--- src/rtl/fetch_pkg.sv ---
// Shared types and constants for the instruction fetch stage.
package fetch_pkg;

    localparam int unsigned XLEN = 32;

    typedef logic [XLEN-1:0] addr_t;
    typedef logic [XLEN-1:0] inst_t;

    localparam inst_t NOP_INST = 32'h00000013;

    typedef enum logic [1:0] {
        IDLE,
        REQ,
        WAIT
    } fetch_state_e;

    function automatic addr_t word_align(input addr_t a);
        return {a[XLEN-1:2], 2'b00};
    endfunction

endpackage

--- src/rtl/fetch_line.sv ---
// One tagged fetch buffer entry: tag/data/valid register with write port,
// synchronous clear and combinational hit compare.
module fetch_line
    import fetch_pkg::*;
(
    input  logic            i_clk,
    input  logic            i_clr,
    input  logic            i_we,
    input  logic [XLEN-1:0] i_wr_tag,
    input  logic [XLEN-1:0] i_wr_data,
    input  logic [XLEN-1:0] i_cmp_addr,
    output logic            o_hit,
    output logic [XLEN-1:0] o_data,
    output logic [XLEN-1:0] o_tag,
    output logic            o_valid
);

    logic  valid_q, valid_d;
    addr_t tag_q, tag_d;
    inst_t data_q, data_d;

    always_comb begin
        valid_d = valid_q;
        tag_d   = tag_q;
        data_d  = data_q;
        if (i_we) begin
            valid_d = 1'b1;
            tag_d   = i_wr_tag;
            data_d  = i_wr_data;
        end
    end

    always_ff @(posedge i_clk) begin
        if (i_clr) begin
            valid_q <= 1'b0;
            tag_q   <= '0;
            data_q  <= '0;
        end else begin
            valid_q <= valid_d;
            tag_q   <= tag_d;
            data_q  <= data_d;
        end
    end

    assign o_hit   = valid_q && (tag_q == i_cmp_addr);
    assign o_data  = data_q;
    assign o_tag   = tag_q;
    assign o_valid = valid_q;

endmodule

--- src/rtl/fetch_unit.sv ---
// Instruction fetch stage: tagged buffer in front of a valid/ready instruction memory.
// Optional next-line prefetch entry enabled by defining FETCH_PREFETCH_EN.
module fetch_unit
    import fetch_pkg::*;
#(
    parameter int unsigned XLEN     = 32,
    parameter logic [31:0] NOP_INST = fetch_pkg::NOP_INST
) (
    input  logic            i_clk,
    input  logic            i_rst,
    input  logic [XLEN-1:0] i_pc,
    output logic [XLEN-1:0] o_inst,
    output logic            o_inst_valid,
    output logic            o_fault,
    output logic            o_mem_req_valid,
    input  logic            i_mem_req_ready,
    output logic [XLEN-1:0] o_mem_req_addr,
    input  logic            i_mem_rsp_valid,
    input  logic [XLEN-1:0] i_mem_rsp_data
);

    fetch_state_e state_q, state_d;
    addr_t        addr_q, addr_d;

    logic  fault;
    addr_t pc_aligned;
    logic  rsp_we;
    logic  hit_any;
    inst_t hit_data;

    assign fault      = |i_pc[1:0];
    assign pc_aligned = word_align(i_pc);
    assign rsp_we     = (state_q == WAIT) && i_mem_rsp_valid;

`ifdef FETCH_PREFETCH_EN
    // dsel_q marks the demand entry; tgt_q is the entry the outstanding response lands in.
    logic       dsel_q, dsel_d;
    logic       tgt_q, tgt_d;
    logic [1:0] line_hit;
    logic [1:0] line_valid;
    inst_t      line_data [2];
    addr_t      line_tag  [2];
    logic       hit_sel;
    logic       other;
    addr_t      pc_next;
    logic       pf_have;

    for (genvar g = 0; g < 2; g++) begin : g_line
        fetch_line u_line (
            .i_clk      (i_clk),
            .i_clr      (i_rst),
            .i_we       (rsp_we && (tgt_q == g[0])),
            .i_wr_tag   (addr_q),
            .i_wr_data  (i_mem_rsp_data),
            .i_cmp_addr (i_pc),
            .o_hit      (line_hit[g]),
            .o_data     (line_data[g]),
            .o_tag      (line_tag[g]),
            .o_valid    (line_valid[g])
        );
    end

    assign hit_any  = |line_hit;
    assign hit_sel  = line_hit[1];
    assign hit_data = hit_sel ? line_data[1] : line_data[0];
    assign other    = ~hit_sel;
    assign pc_next  = pc_aligned + 32'd4;
    assign pf_have  = line_valid[other] && (line_tag[other] == pc_next);
`else
    logic  line_valid;
    addr_t line_tag;
    logic  unused_line;

    fetch_line u_line (
        .i_clk      (i_clk),
        .i_clr      (i_rst),
        .i_we       (rsp_we),
        .i_wr_tag   (addr_q),
        .i_wr_data  (i_mem_rsp_data),
        .i_cmp_addr (i_pc),
        .o_hit      (hit_any),
        .o_data     (hit_data),
        .o_tag      (line_tag),
        .o_valid    (line_valid)
    );

    assign unused_line = ^{line_tag, line_valid};
`endif

    always_comb begin
        state_d         = state_q;
        addr_d          = addr_q;
        o_mem_req_valid = 1'b0;
`ifdef FETCH_PREFETCH_EN
        tgt_d  = tgt_q;
        dsel_d = (hit_any && !fault) ? hit_sel : dsel_q;
`endif
        case (state_q)
            IDLE: begin
                if (!fault) begin
                    if (!hit_any) begin
                        addr_d  = pc_aligned;
                        state_d = REQ;
`ifdef FETCH_PREFETCH_EN
                        tgt_d   = dsel_q;
                    end else if (!pf_have) begin
                        addr_d  = pc_next;
                        tgt_d   = other;
                        state_d = REQ;
`endif
                    end
                end
            end
            REQ: begin
                o_mem_req_valid = 1'b1;
                if (i_mem_req_ready) begin
                    state_d = WAIT;
                end
            end
            WAIT: begin
                if (i_mem_rsp_valid) begin
                    state_d = IDLE;
                end
            end
            default: state_d = IDLE;
        endcase
    end

    always_ff @(posedge i_clk) begin
        if (i_rst) begin
            state_q <= IDLE;
            addr_q  <= '0;
`ifdef FETCH_PREFETCH_EN
            dsel_q  <= 1'b0;
            tgt_q   <= 1'b0;
`endif
        end else begin
            state_q <= state_d;
            addr_q  <= addr_d;
`ifdef FETCH_PREFETCH_EN
            dsel_q  <= dsel_d;
            tgt_q   <= tgt_d;
`endif
        end
    end

    assign o_fault        = fault;
    assign o_inst_valid   = hit_any && !fault;
    assign o_inst         = o_inst_valid ? hit_data : NOP_INST;
    assign o_mem_req_addr = addr_q;

endmodule
--- config.mk ---
export PLATFORM = sky130hd
export DESIGN_NAME = fetch_unit
export DESIGN_NICKNAME = d
export VERILOG_FILES = /design/src/rtl/fetch_pkg.sv /design/src/rtl/fetch_line.sv /design/src/rtl/fetch_unit.sv
export SDC_FILE = /design/constraint.sdc
export NUM_CORES = 1
export LEC_CHECK = 0
export BUFFER_PORTS_ARGS = -buffer_cell sky130_fd_sc_hd__buf_2
export CORE_MARGIN = 8
export CORE_UTILIZATION = 30
export CTS_BUF_LIST = sky130_fd_sc_hd__clkbuf_4 sky130_fd_sc_hd__clkbuf_8
export DETAILED_ROUTE_END_ITERATION = 10
export HOLD_SLACK_MARGIN = 0.15
export PLACE_DENSITY = 0.47
export SYNTH_ARGS = -nofsm -noshare
export SYNTH_HDL_FRONTEND = slang
export SYNTH_HIERARCHICAL = 1
export SYNTH_SLANG_ARGS = --single-unit
--- constraint.sdc ---
create_clock -name i_clk -period 2.6 [get_ports i_clk]
set_clock_uncertainty 0.05 [all_clocks]
set_input_delay 0 -clock i_clk [delete_from_list [all_inputs] [get_ports i_clk]]
set_output_delay 0 -clock i_clk [all_outputs]
set_load 0.005 [all_outputs]
## Word-level counts from Yosys, hierarchy flattened

Index checks and enable logic that the tools add are counted.

| word-level totals | value |
|---|---|
| register bits | 95 |
| bits of input ports | 68 |
| output and inout bits | 67 |

| cells by class | value |
|---|---|
| eq/ne operators | 7 |
| mux-type cells | 7 |
| bitwise gates (word level) | 2 |
| reduce and logical (&&, ||, !) cells | 8 |

Operators by type and width:

| kind | number |
|---|---|
| $eq A32 B32 Y1 | 1 |
| $mux W32 | 1 |
| $mux W2 | 4 |
| $ne A2 B2 Y1 const B | 4 |
| $pmux W2 S3 | 1 |
| $reduce_and A4 Y1 | 1 |
| $logic_and A1 B1 Y1 | 3 |
| $reduce_and A3 Y1 | 1 |
| $eq A2 B1 Y1 const B | 1 |
| $eq A2 B2 Y1 const B | 1 |
| $logic_not A2 Y1 | 1 |
| $not A1 Y1 | 2 |
| $reduce_or A2 Y1 | 1 |
| $logic_not A1 Y1 | 1 |
| $mux W1 | 1 |

## Depth between registers and ports, before layout

Gate-level depths: netlist of the first run.

| logic depth | value |
|---|---|
| word-level depth | 5 |
| gate-level depth with buffers | 8 |
| gate-level depth less buffers | 7 |

## Modules after synthesis

The synthesis of the first run kept the hierarchy.

By module, submodules not included:

| module | times used | cells an instance | area an instance (µm²) |
|---|---|---|---|
| fetch_line | 1 | 253 | 2626.3 |
| fetch_unit | 1 | 182 | 1813.0 |

## Least setup slack after synthesis of the first run

OpenSTA, ideal clock, no wires.

| timing path | value |
|---|---|
| path type | flip-flop to output port |
| start | reg u_line.tag_q[15], in the netlist u_line/o_tag[15] |
| end | out o_inst[10] |
| arrival | 1618 ps |
| required time | 2550 ps |
| slack | 932 ps |
| stages on the path, launching flop included | 9 |
| buffers on the path | 1 |
| path through | dfxtp_1 -> xor2_1 -> nor4_1 -> nand4_1 -> nor3_2 -> inv_1 -> nor2_1 -> clkbuf_1 -> and2_1 |

| between the ends | value |
|---|---|
| longest elaborated chain between the ends | 4 |

Ends and longest elaborated chain:

| what | RTL line | text |
|---|---|---|
| start: declaration | fetch_line.sv:19 | `addr_t tag_q, tag_d;` |
| start signal: assignment | fetch_line.sv:40 | `tag_q <= tag_d;` |
| $eq A32 B32 Y1 | fetch_line.sv:45 | `assign o_hit = valid_q && (tag_q == i_cmp_addr);` |
| $logic_and A1 B1 Y1 | fetch_line.sv:45 |  |
| via hit_any | fetch_unit.sv:28 | `logic hit_any;` |
| $logic_and A1 B1 Y1 | fetch_unit.sv:148 | `assign o_inst_valid = hit_any && !fault;` |
| $mux W32 | fetch_unit.sv:149 | `assign o_inst = o_inst_valid ? hit_data : NOP_INST;` |
| end: declaration | fetch_unit.sv:12 | `output logic [XLEN-1:0] o_inst,` |

The timed path passes the listed nets, and every way through them passes these cells.

## Worst setup path in the final report of the first run

| timing path | value |
|---|---|
| start | reg u_line.tag_q[9], in the netlist u_line/o_tag[9] |
| end | reg state_q[0] |

| between the ends | value |
|---|---|
| longest elaborated chain between the ends | 4 |

Ends and longest elaborated chain:

| what | RTL line | text |
|---|---|---|
| $eq A32 B32 Y1 | fetch_line.sv:45 |  |
| $logic_and A1 B1 Y1 | fetch_line.sv:45 |  |
| via hit_any | fetch_unit.sv:28 |  |
| $ne A2 B2 Y1 (no source line) | -- |  |
| $reduce_and A4 Y1 (no source line) | -- |  |
| end signal: assignment | fetch_unit.sv:138 | `state_q <= state_d;` |
| end: declaration | fetch_unit.sv:22 | `fetch_state_e state_q, state_d;` |

The timed path passes the listed nets, and every way through them passes these cells.
A chain may end at the register's enable or synchronous reset.

==> results of run 1 <==
[registers in the layout, indices dropped and copies added (netlist names)]
| signal | cells |
|---|---|
| o_mem_req_addr | 30 |
| state_q | 2 |
| u_line/o_data | 32 |
| u_line/o_tag | 32 |
| u_line/o_valid | 1 |
[critical path, cell delays in order, from the launching register on]
cell	delay [ps]
dfxtp_1	350
xor2_1	320
nor4_2	90
nand4_1	160
nor3_2	70
or3_4	350
dlygate4sd3_1	580
mux2_2	260
nor3_1	120
[timing repair]
item	in CTS	in global routing
hold buffers	73	0
resized for setup	3	5
cloned	0	1
buffers inserted	0	0
pin swaps	1	3
setup endpoints to repair	31	29
hold endpoints to repair	89	0
[cell type report]
type,count,share of cell area
multi-input cells,312,0.382
flip-flops and latches,97,0.314
repair buffers,213,0.239
well taps,184,0.0372
clock buffers,10,0.0212
clock inverters,6,0.00566
inverters,1,0.000606
[per-stage QoR]
step / setup WS [ps] / instances
after floorplan: 932 / 438
after global routing: -4.71 / 823
after global placement: 247 / 733
final: 169 / 823
after CTS: 2.28 / 822
after detailed placement: 277 / 733
[final timing paths]
kind | to | slack (ps) | cells after the start
setup / recovery | state_q[0] | 170 | 8
hold / removal | o_mem_req_addr[6] | 240 | 5
setup reg to reg | state_q[0] | 170 | 8
hold reg to reg | u_line/o_valid | 430 | 2
[synthesized netlist by cell type, types with 3 or more instances]
cell type | instances | area, µm²
nand2b_1 | 12 | 75.1
or2b_2 | 48 | 420
xor2_1 | 31 | 272
nor2_1 | 69 | 259
dfxtp_1 | 97 | 1940
buf_4 | 8 | 60.1
buf_6 | 3 | 33.8
or3_1 | 3 | 18.8
clkbuf_1 | 9 | 33.8
buf_2 | 7 | 35.0
mux2i_1 | 94 | 941
and2_1 | 29 | 181
nor4_1 | 7 | 43.8
[layer usage]
layer	up-vias	share of wire	global-route usage	wire length [µm]
li1	1801	-	-	-
met1	1583	0.46	0.154	5590
met2	101	0.45	0.206	5430
met3	10	0.074	0.0295	897
met4	0	0.013	0.0507	161
met5	-	0	0	0
[kinds of logic (layout without fill, tap and decap cells)]
logic type             after synthesis  after routing  synth area share
multiplexers                        95             95             0.214
AND/OR/NAND/NOR                    180            180             0.245
XOR/XNOR                            32             32            0.0631
buffers and inverters               29            230            0.0383
other                                1              4          0.000845
flip-flops                          97             97             0.437
AO/OA/AOI/OAI                        1              1           0.00113
[report_power, final]
part	switching [mW]	internal [mW]	leakage [nW]
Combinational	0.148	0.205	1.77
Clock	0.525	0.352	0.0852
Sequential	0.0250	1.52	0.785
==> summary.md, run 1 <==
| Metric | Value |
|---|---|
| Vias in the first global route | 3601 |
| Register bit total from synthesis | 97 |
| Sequential area share after synthesis | 0.437 |
| TritonCTS clock tree | built |
| Number of max-cap violations | 0 |
| Synthesized area divided by synthesized cell count | 10.2 µm² |
| Crit Path Class | reg -> reg |
| Type of element capturing the critical path | register |
| Overall routed net length | 12100 µm |
| Number of iterations in the first detailed-routing pass | 4 |
| Post-synth design cell area | 0.00444 mm² |
| Final hold viol count | 0 |
| Detailed-route vias per instance | 4.25 |
| Total number of nets in the final design | 702 |
| Pins Over Slew Limit | 0 |
| Async set-or-reset flop fraction in the synthesized netlist | 0 |
| Multi-input gate area in the final layout | 0.00237 mm² |
| Power per standard cell area | 448 mW/mm² |
| Layout area overhead | 39.5% |
| Die extent in y | 138 µm |
| # DRC | 0 |
| Most common cell after layout, fill and taps aside | buf_2 |
| Wire length of the first global-routing pass | 18500 µm |
| CTS buffer count | 9 |
| Antenna viol nets, final | 0 |
| Critical register-to-register path startpoint | u_line/o_tag[9] |
| H-tree level count | 3 |
| Final Cycle Share | 0.935 |
| Peak VDD IR | 0.212 mV |
| Tightest Hold Check Type | in -> reg |
| Floorplan Core Area | 0.0145 mm² |
| Worst Max-Slew Pin Slew | 781 ps |
| Max-Slew Margin vs Limit | 0.479 |
| Minimum clock period after layout | 2430 ps |
| Hold path startpoint | i_pc[1] |
| First-iteration detailed-routing DRC count | 117 |
| Residual overflow from global routing | 0 |
| Post-route setup TNS | 0 ps |
| Most common flop cell mapped by yosys | dfxtp_1 |
| Mapped Cells | 435 |
| Root cell of the clock tree | clkbuf_8 |
| Required time at the worst-slack endpoint | 2850 ps |
| Final count of negative-setup-slack endpoints | 0 |
| Number of enable flip-flop cells after synthesis | 0 |
| Placed wire-length estimate after detailed placement | 8290 µm |
| Result of the run | finished clean |
| Data arrival time of the critical path | 2680 ps |
| Ys Warns | 6 |
| Top library cells by usage in the layout, fill and taps aside | buf_2 (131), dfxtp_1 (97), mux2i_1 (94) |
| Antenna cells | 0 |
| Die X-Extent | 138 µm |
| Largest net degree at the start of global routing | 83 |
| Die outline area | 0.0189 mm² |
| Final routed wire length divided by cell count | 14.7 µm |
| Clock latency on the worst-skew pair | 370 ps |
| Clock transition at the register clock pins on the worst setup and hold paths after CTS | 90 ps |
| Leak | 2.64 nW |
| Routability congestion estimate | 0.687 |
| Layout cell share with drive strength beyond 1 | 0.335 |
| Final core utilization | 0.428 |
| Sequential cell area | 0.00194 mm² |
| Number of placed I/O pins | 135 |
| Sum of internal, switching and leakage power | 2.77 mW |
| Overall track demand over capacity in global routing | 0.125 |
| Launching element of the worst setup path | u_line/o_tag[9] |
| Antenna violations before repair | 0 |
| Max Freq | 411 MHz |
| Kind of launch point of the worst setup path | register |
| Count of filler cells inserted in the layout | 1439 |
| Maximum number of buffers from clock root to sink | 2 |
| Setup repair after global routing missed its margin | yes |
| Crit Path Max Fanout | 2 |
| Placed cell area | 0.00526 mm² |
| Post-Layout Inst Area | 0.00619 mm² |
| Number of vias after detailed routing | 3495 |
| Post-Route Hold Slack | 241 ps |
| Initial core utilization | 0.307 |
| Number of unique standard cell types used by synthesis | 29 |
| Clock sinks | 97 |
| Core Rows | 44 |
| Port bufs | 132 |
(Power assumes the default switching activity.)
==> inputs of run 2 (changes only) <==
CORE_UTILIZATION = 44   (was 30)
PLACE_DENSITY = 0.66   (was 0.47)
clock period = 2.8 ns   (was 2.6 ns; I/O delays follow)
==> run 2 against run 1 <==
Against the previous run: worst setup slack better by 180 ps; flip-flop and latch count stayed put; cell area is 1.9% lower; hold slack better by 36 ps; clock power is 8.1% higher; non-clock buffer count is 10 lower; via count is 1.6% higher; largest cell class unchanged.
==> summary.md, run 2 (same netlist as run 1, synthesis figures left out) <==
| Metric | Value |
|---|---|
| Antenna violations before repair | 0 |
| Result of the run | finished clean |
| Post-CTS Setup Bufs | 0 |
| Floorplan Core Area | 0.00977 mm² |
| Initial core utilization | 0.454 |
| Final count of negative-setup-slack endpoints | 0 |
| Post-route setup TNS | 0 ps |
| Clock sinks | 97 |
| Layout cell share with drive strength beyond 1 | 0.328 |
| Worst Path Buf+Inv | 3 |
| Ordered list of cells on the worst path | xor2_1 -> nor4_1 -> nand4_1 -> nor3_2 -> inv_1 -> nor2_1 -> buf_4 -> and2_1 -> buf_2 |
| Worst R2R Setup Slack | 410 ps |
| Placed wire-length estimate after detailed placement | 7680 µm |
| Setup repair after global routing missed its margin | no |
| Core Rows | 36 |
| Sum of internal, switching and leakage power | 2.70 mW |
| First-iteration detailed-routing DRC count | 119 |
| Pins Over Slew Limit | 0 |
| Minimum clock period after layout | 2450 ps |
| CTS buffer count | 9 |
| Number of iterations in the first detailed-routing pass | 4 |
| Tightest Hold Check Type | in -> reg |
| Overall routed net length | 11400 µm |
| Required time at the worst-slack endpoint | 2750 ps |
| Crit Path Class | reg -> out |
| Critical register-to-register path startpoint | u_line/o_tag[8] |
| Kind of launch point of the worst setup path | register |
| Most common cell after layout, fill and taps aside | buf_2 |
| Wire length of the first global-routing pass | 18200 µm |
| Clock transition at the register clock pins on the worst setup and hold paths after CTS | 100 ps |
| Number of placed I/O pins | 135 |
| # DRC | 0 |
| Stages on worst setup path | 9 |
| Final Cycle Share | 0.875 |
| TritonCTS clock tree | built |
| Layout area overhead | 36.8% |
| Setup WS pre-CTS | 705 ps |
| Max-Slew Margin vs Limit | 0.253 |
| Overall track demand over capacity in global routing | 0.169 |
| Setup ws final | 349 ps |
| Vias in the first global route | 3760 |
| Final hold viol count | 0 |
| Crit Path Max Fanout | 30 |
| Top library cells by usage in the layout, fill and taps aside | buf_2 (131), dfxtp_1 (97), mux2i_1 (94) |
| Kind of cell adding the most delay to the critical path | simple AND/OR/NAND/NOR gates |
| CTS resizes | 0 |
| Maximum number of buffers from clock root to sink | 2 |
| Clock latency on the worst-skew pair | 350 ps |
| Max stage delay cell, worst path | nor4_1 |
| Largest net degree at the start of global routing | 128 |
| Total number of nets in the final design | 692 |
| Die extent in y | 116 µm |
| Biggest cell delay along the critical path | 370 ps |
| Root cell of the clock tree | clkbuf_8 |
| Depth of the worst hold-timing path | 2 |
| Hold path startpoint | i_rst |
| Peak VDD IR | 0.314 mV |
| End point of the most critical hold path | u_line/o_tag[2] |
| Critical register-to-register path endpoint | state_q[0] |
| Residual overflow from global routing | 0 |
| Port bufs | 132 |
| Die X-Extent | 116 µm |
| Die outline area | 0.0136 mm² |
| Power per standard cell area | 445 mW/mm² |
| Antenna viol nets, final | 0 |
| Max Freq | 408 MHz |
| Worst Max-Slew Pin Slew | 1120 ps |
| H-tree level count | 3 |
| Antenna cells | 0 |
| Number of max-cap violations | 0 |
| Detailed-route vias per instance | 4.66 |
| Routability congestion estimate | 0.798 |
| Data arrival time of the critical path | 2400 ps |
| Number of vias after detailed routing | 3551 |
| FF-to-FF path depth | 8 |
| Final routed wire length divided by cell count | 15.0 µm |
| Type of element capturing the critical path | primary output |
| Leak | 2.61 nW |
| CTS Hold Bufs | 67 |
[run 2: report_power, final]
| group | internal, mW | leakage, nW | switching (mW) |
|---|---|---|---|
| registers | 1.41 | 0.785 | 0.0235 |
| clock network | 0.469 | 0.110 | 0.479 |
| logic | 0.186 | 1.71 | 0.135 |
| total | 2.06 | 2.61 | 0.638 |
[run 2: layout make-up]
class,count,area [µm²]
Clock buffer,11,151
Clock inverter,5,61.3
Fill cell,827,3700
Inverter,1,3.75
Multi-Input combinational cell,312,2350
Sequential cell,97,1940
Tap cell,133,166
Timing Repair Buffer,203,1400
[run 2: how the worst max path moves through the flow]
| stage | endpoint | slack (ps) | startpoint |
|---|---|---|---|
| floorplan | o_inst[10] | 1130 | u_line/o_tag[15] |
| finish | o_inst[16] | 350 | u_line/o_tag[8] |
| CTS | o_inst[17] | 350 | u_line/o_tag[9] |
| global route | o_inst[8] | 140 | u_line/o_tag[15] |
| global placement | o_inst[23] | 730 | u_line/o_tag[9] |
| detailed placement | o_mem_req_addr[7] | 700 | u_line/o_tag[9] |
[run 2: stage by stage]
step                      utilization  hold slack [ps]  area (µm²)  instances
after floorplan                     -             61.9        4450        438
after global placement          0.531              183        5190        679
after detailed placement        0.531              195        5190        679
after CTS                       0.621              275        6070        762
after global routing            0.621              294        6070        762
final                           0.621              277        6070        762
[run 2: worst reg2reg max path, cell delays in order, from the launching register on]
cell,delay [ps]
dfxtp_1,330
xor2_1,190
nor4_1,370
nand4_1,170
nor3_2,240
or3_4,170
dlygate4sd3_1,540
mux2_2,140
nor3_1,40
[run 2: per-layer routing]
metal  GRT usage  routed length (µm)  up-vias
met5           0                   0        -
met2       0.294                5390      111
met1       0.201                5090     1634
met4      0.0579                 160        0
li1            -                   -     1793
met3      0.0377                 806       13
